File: config.mk
export PLATFORM = sky130hd
export DESIGN_NAME = bram_init_seq
export DESIGN_NICKNAME = d
export VERILOG_FILES = /design/src/rtl/bram_init_seq.sv
export SDC_FILE = /design/constraint.sdc
export NUM_CORES = 1
export LEC_CHECK = 0
export CORE_ASPECT_RATIO = 0.9
export CORE_MARGIN = 4
export CORE_UTILIZATION = 45
export CTS_CLUSTER_DIAMETER = 150
export CTS_CLUSTER_SIZE = 14
export DETAILED_ROUTE_END_ITERATION = 6
export HOLD_SLACK_MARGIN = 0.15
export PLACE_DENSITY = 0.77
export SLEW_MARGIN = 20
export SYNTH_ARGS = -nofsm -noshare
export SYNTH_HDL_FRONTEND = slang
export SYNTH_SLANG_ARGS = --single-unit
File: constraint.sdc
create_clock -name clk -period 3.1 [get_ports clk]
set_input_delay 0.465 -clock clk [delete_from_list [all_inputs] [get_ports clk]]
set_output_delay 0.465 -clock clk [all_outputs]
set_load 0.1 [all_outputs]
File: src/rtl/bram_init_seq.sv
`default_nettype none
// ============================================================================
// bram_init_seq : fills a block RAM with seed^addr, or reads it back and checks it
// Revision 1.0
// ============================================================================
module bram_init_seq #(
  parameter int DATA_W = 36,
  parameter int ADDR_W = 10,
  parameter int DEPTH  = 1024
) (
  input  logic              clk,
  input  logic              reset,
  input  logic              start,
  input  logic              mode,
  input  logic [DATA_W-1:0] seed,
  output logic              busy,
  output logic              done,
  output logic [ADDR_W:0]   err_cnt,
  output logic              err_valid,
  output logic [ADDR_W-1:0] first_err_addr,
  output logic [DATA_W-1:0] signature,
  output logic [ADDR_W-1:0] mem_raddr,
  output logic [ADDR_W-1:0] mem_waddr,
  output logic [DATA_W-1:0] mem_din,
  output logic              mem_we,
  input  logic [DATA_W-1:0] mem_dout
);

  localparam logic [2:0] S_IDLE  = 3'd0;
  localparam logic [2:0] S_FILL  = 3'd1;
  localparam logic [2:0] S_RD    = 3'd2;
  localparam logic [2:0] S_DRAIN = 3'd3;
  localparam logic [2:0] S_DONE  = 3'd4;

  localparam logic [ADDR_W-1:0] c_last = ADDR_W'(DEPTH - 1);

  logic [2:0]        r_state;
  logic [ADDR_W-1:0] r_addr;
  logic [DATA_W-1:0] r_seed;
  logic              r_we;
  logic              r_busy;
  logic              r_done;
  logic [ADDR_W-1:0] r_raddr;
  logic [ADDR_W-1:0] r_cmp_addr;
  logic              r_cmp_valid;
  logic [ADDR_W:0]   r_err_cnt;
  logic              r_err_valid;
  logic [ADDR_W-1:0] r_first_err;
  logic [DATA_W-1:0] r_sig;

  logic [DATA_W-1:0] w_wr_pattern;
  logic [DATA_W-1:0] w_cmp_pattern;
  logic              w_mismatch;

  assign w_wr_pattern  = r_seed ^ {{(DATA_W-ADDR_W){1'b0}}, r_addr};
  assign w_cmp_pattern = r_seed ^ {{(DATA_W-ADDR_W){1'b0}}, r_cmp_addr};
  assign w_mismatch    = (mem_dout != w_cmp_pattern);

  always_ff @(posedge clk or negedge reset) begin
    if (!reset) begin
      r_state     <= S_IDLE;
      r_addr      <= '0;
      r_seed      <= '0;
      r_we        <= 1'b0;
      r_busy      <= 1'b0;
      r_done      <= 1'b0;
      r_raddr     <= '0;
      r_cmp_addr  <= '0;
      r_cmp_valid <= 1'b0;
      r_err_cnt   <= '0;
      r_err_valid <= 1'b0;
      r_first_err <= '0;
      r_sig       <= '0;
    end else begin
      r_done      <= 1'b0;
      // RAM read data lags the issued address by one cycle
      r_cmp_valid <= (r_state == S_RD);
      r_cmp_addr  <= r_raddr;

      if (r_cmp_valid) begin
        r_sig <= {r_sig[DATA_W-2:0], r_sig[DATA_W-1]} ^ mem_dout;
        if (w_mismatch) begin
          r_err_cnt <= r_err_cnt + 1'b1;
          if (!r_err_valid) begin
            r_err_valid <= 1'b1;
            r_first_err <= r_cmp_addr;
          end
        end
      end

      case (r_state)
        S_IDLE: begin
          if (start) begin
            r_seed  <= seed;
            r_addr  <= '0;
            r_busy  <= 1'b1;
            if (!mode) begin
              r_state <= S_FILL;
              r_we    <= 1'b1;
            end else begin
              r_state     <= S_RD;
              r_raddr     <= '0;
              r_err_cnt   <= '0;
              r_err_valid <= 1'b0;
              r_first_err <= '0;
              r_sig       <= '0;
            end
          end
        end
        S_FILL: begin
          if (r_addr == c_last) begin
            r_state <= S_DONE;
            r_addr  <= '0;
            r_we    <= 1'b0;
            r_busy  <= 1'b0;
            r_done  <= 1'b1;
          end else begin
            r_addr <= r_addr + 1'b1;
          end
        end
        S_RD: begin
          if (r_addr == c_last) begin
            r_state <= S_DRAIN;
            r_addr  <= '0;
            r_raddr <= '0;
          end else begin
            r_addr  <= r_addr + 1'b1;
            r_raddr <= r_addr + 1'b1;
          end
        end
        S_DRAIN: begin
          r_state <= S_DONE;
          r_busy  <= 1'b0;
          r_done  <= 1'b1;
        end
        S_DONE:  r_state <= S_IDLE;
        default: r_state <= S_IDLE;
      endcase
    end
  end

  assign busy           = r_busy;
  assign done           = r_done;
  assign err_cnt        = r_err_cnt;
  assign err_valid      = r_err_valid;
  assign first_err_addr = r_first_err;
  assign signature      = r_sig;
  assign mem_raddr      = r_raddr;
  assign mem_we         = r_we;
  assign mem_waddr      = (r_state == S_FILL) ? r_addr : '0;
  assign mem_din        = (r_state == S_FILL) ? w_wr_pattern : '0;

endmodule
`default_nettype wire

**After elaboration in Yosys (flattened, before gate mapping)**

Index checks and enable logic that the tools add are counted.

- $add $sub $neg: 2
- Eq/ne operators: 10
- Mux-type cells: 41
- Bitwise logic cells: 3
- Reductions and logical operators: 12

Operator list:

| operator | number |
|---|---|
| two-way mux 36 bit | 5 |
| two-way mux 10 bit | 11 |
| XOR 36 x 10 -> 36 bit | 2 |
| two-way mux 11 bit | 5 |
| case mux 10 bit (2 select lines) | 2 |
| != test 36 bit | 1 |
| XOR 36 bit | 1 |
| case mux 3 bit (4 select lines) | 1 |
| adder 11 x 1 -> 11 bit, second input constant | 1 |
| adder 10 x 1 -> 10 bit, second input constant | 1 |
| equality test 10 bit, second input constant | 1 |
| two-way mux 1 bit | 10 |
| two-way mux 3 bit | 3 |
| AND reduction 3 bit | 3 |
| != test 2 bit, second input constant | 4 |
| equality test 3 x 2 -> 1 bit, second input constant | 2 |
| nonzero test 2 bit | 3 |
| case mux 1 bit (2 select lines) | 2 |
| AND reduction 2 bit | 2 |
| AND reduction 4 bit | 1 |
| equality test 3 x 1 -> 1 bit, second input constant | 1 |
| logical NOT 3 bit | 1 |
| case mux 1 bit (3 select lines) | 1 |
| nonzero test 3 bit | 1 |
| 3 further kinds | 3 |

- Register bits after elaboration: 131
- Input bits: 76
- Output and inout bits: 117
- Word-level logic and storage cells: 81

**Longest topological paths before layout**

- Word-level depth: 7
- Gate-level depth with buffers: 10
- Mapped depth without buffers: 8

**Worst setup path after synthesis**

Ideal clock, no wire load.

- Path kind: flip-flop to output port
- From: register r_state[1]
- To: output port mem_din[2]
- Arrival: 2.418 ns
- Required time: 2.635 ns
- Setup slack: 0.217 ns
- Cell stages (with the launch flop): 5
- Buffers on the path: 2
- Cells stage by stage: dfrtp_1 clkbuf_1 or3_1 clkbuf_1 nor2_1

- Cells in the longest elaborated chain, start to end: 2

Ends and longest elaborated chain:

| element | line | RTL |
|---|---|---|
| start, declared | 37 | `logic [2:0] r_state;` |
| start signal, assigned | 61 | `r_state <= S_IDLE;` |
| start signal, assigned | 98 | `r_state <= S_FILL;` |
| start signal, assigned | 101 | `r_state <= S_RD;` |
| equality test 3 x 1 -> 1 bit | 151 | `assign mem_din = (r_state == S_FILL) ? w_wr_pattern : '0;` |
| two-way mux 36 bit | 151 |  |
| end, declared | 24 | `output logic [DATA_W-1:0] mem_din,` |

No other way between the ends.

**Worst setup path after layout**

- From: register r_state[1]
- To: output port mem_din[23]

Same word-level chain as after synthesis.

==> impl_metrics.py <==
metrics = {
    "timing": {
        "fmax_ghz": 0.381,
        "fin_setup_tns_ns": 0,
        "finClkSkew_ns": 0.00789,
        "setup_viol": 0,
        "tightest_slew_ns": 0.716,
        "timing.final.crit_share": 0.847,
        "period_needed_ns": 2.63,
        "final-max-slew-violation-count": 0,
        "finalHoldWorstSlack_ns": 0.429,
        "slew_headroom": 0.521,
        "hold_viol": 0,
        "grt_setup_unrepaired": "false",
    },
    "die": {
        "core-area_um2": 14100,
        "die-area_um2": 16500,
        "dieHeight_um": 122,
        "io_pins": 193,
        "rows": 41,
        "die_w_um": 135,
        "start_util": 0.462,
    },
    "run_status": {
        "status": "finished clean",
    },
    "cells_and_area": {
        "mostFrequentLayoutCell": "dfrtp_1",
        "final_core_utilization": 0.660,
        "final_layout_size_suffix_gt1_frac": 0.244,
        "fin_nets": 875,
        "mostFrequentLayoutCells": "dfrtp_1, buf_4, xnor2_1",
        "area_growth_pct": 42.8,
        "seqCellArea_um2": 3280,
        "multi_input_area_um2": 3030,
        "antenna_cells": 0,
        "fillCellCount": 1080,
    },
    "setup_path": {
        "crit_family": "simple AND/OR/NAND/NOR gates",
        "crit_fanout": 30,
        "cp.depth": 4,
        "crit_start": "r_state[1]$_DFFE_PN0P_",
        "critPathArrivalTime_ns": 2.16,
        "path_cells": "nor3b_2 -> buf_4 -> and2_1 -> buf_12",
        "regToRegStartpoint": "r_seed[6]$_DFFE_PN0P_",
        "crit_end": "mem_din[23]",
        "startpoint_type": "flop",
        "crit_slowest_cell": "dfrtp_1",
        "end_kind": "output port",
        "critical_path_required_ns": 2.63,
        "regToRegSetupSlack_ns": 0.80,
        "rr_worst_depth": 6,
        "reg2reg_to": "err_valid$_DFF_PN0_",
        "slowest_delay_ns": 0.49,
        "critical_path_buf_inv_count": 2,
        "critical_path_class": "reg2out",
    },
    "grt": {
        "grt_pass1_wl_um": 30000,
        "grt_pass1_vias": 5330,
        "track_usage": 0.237,
        "grt_max_degree": 63,
        "gr-total-overflow": 0,
        "grt_antenna_before_repair": 0,
    },
    "detailed_routing": {
        "drtIter0Drc": 333,
        "viasPerCell": 5.39,
        "avgRoutedWirePerCell_um": 19.5,
        "drt_pass1_iterations": 6,
        "num_vias": 5400,
        "ant_nets": 0,
        "drt_wl_total_um": 19500,
        "drc": 0,
    },
    "clock_network": {
        "h-tree-depth": 4,
        "clockBufferDepth": 2,
        "path_clk_slew_ns": 0.05,
        "cts_tree": "built",
        "clk_latency_ns": 0.41,
        "cts_resized": 0,
        "numCtsBuffers": 17,
        "clock-sinks": 131,
        "cts-root-buf": "clkbuf_16",
    },
    "yosys": {
        "yosysSeqAreaShare": 0.503,
        "synth_cells": 618,
        "syn_area_per_cell_um2": 10.5,
        "ys.warnings.count": 0,
        "synth_edf_count": 0,
        "yosysUniqueCellTypes": 42,
        "ys_ff_latch": 131,
        "syn_area_um2": 6520,
        "synthArstFlopShare": 1.00,
        "syn_nets": 696,
        "synthFlopType": "dfrtp_1",
    },
    "placement": {
        "place.gp.congestion": 0.865,
        "portBuffers": 192,
        "hpwlAfterDp_um": 14700,
    },
    "worst_hold_path": {
        "hold_class": "reg2reg",
        "min_from": "mem_raddr[3]$_DFFE_PN0P_",
        "hold_path_depth": 0,
    },
    "run": {
        "maxCapViolations": 0,
    },
}
logic make-up after synthesis:
family	after synthesis	share of synthesized area
buffers and inverters	52	0.0336
DFF	131	0.503
adders and majority gates	2	0.00384
muxes	37	0.0637
AOI/OAI and AO/OA	103	0.105
and+or+nand+nor	201	0.154
xor gates and xnor gates	92	0.136
final cells by class:
cell class                      instances  area share
Sequential cell                       131       0.352
Multi-Input combinational cell        435       0.325
Timing Repair Buffer                  202       0.230
Clock buffer                           22      0.0510
Tap cell                              193      0.0259
Clock inverter                          9      0.0113
Inverter                               10     0.00403
how the worst min path moves through the flow:
stage	endpoint	slack, ns
2_1_floorplan	busy$_DFFE_PN0P_	0.17
3_3_place_gp	r_cmp_addr[7]$_DFF_PN0_	0.41
3_5_place_dp	r_cmp_addr[0]$_DFF_PN0_	0.42
4_1_cts	r_cmp_addr[0]$_DFF_PN0_	0.43
5_1_grt	r_cmp_addr[3]$_DFF_PN0_	0.44
6_report	r_cmp_addr[3]$_DFF_PN0_	0.43
state kept, by name, summed over array words and instances (netlist names):
register	flops
mem_we	1
r_cmp_valid	1
r_state	3
first_err_addr	10
done	1
err_cnt	11
r_addr	10
r_cmp_addr	10
err_valid	1
mem_raddr	10
signature	36
r_seed	36
busy	1
cell usage after synthesis (9+ instances only):
| library cell | n | share of area |
|---|---|---|
| nand2_1 | 49 | 0.028 |
| nand4_1 | 11 | 0.011 |
| dfrtp_1 | 131 | 0.50 |
| mux2_2 | 36 | 0.062 |
| o311ai_0 | 10 | 0.013 |
| o31ai_1 | 9 | 0.010 |
| inv_1 | 10 | 0.0058 |
| xnor2_1 | 79 | 0.11 |
| or4_1 | 14 | 0.016 |
| clkbuf_1 | 26 | 0.015 |
| nor2_1 | 61 | 0.035 |
| a211oi_1 | 37 | 0.043 |
| and2_1 | 35 | 0.034 |
| o21ai_0 | 26 | 0.020 |
| a21oi_1 | 14 | 0.011 |
worst register-to-register path: stages, from the launching register on:
cell and delay, ns:
dfrtp_1 0.44, xnor3_1 0.40, nand2_1 0.06, nor4_1 0.36, and4b_4 0.58, nor2_1 0.15, o21a_1 0.20
timing repair:
| item | 4_1_cts | 5_1_grt |
|---|---|---|
| buffers inserted | 0 | 0 |
| endpoints found under the setup margin | 0 | 0 |
| hold buffers | 1 | 0 |
| endpoints found under the hold margin | 46 | 0 |
layer usage:
layer  up-vias  wire length (µm)  GRT usage
li1       2508                 -          -
met1      2663              8220      0.317
met2       198              9630      0.380
met3        31              1230     0.0599
met4         0               448     0.0751
met5         -                 0          0
stage by stage:
stage	setup WS, ns	instance area (µm²)	std cells
3_3_place_gp	0.385	8720	970
2_1_floorplan	0.217	6520	618
3_5_place_dp	0.332	8720	970
5_1_grt	0.332	9310	1002
6_report	0.473	9310	1002
4_1_cts	0.461	9310	1002
Power is not shown: default switching activity piles up to over one toggle a cycle in this logic, so the estimate is an artifact.
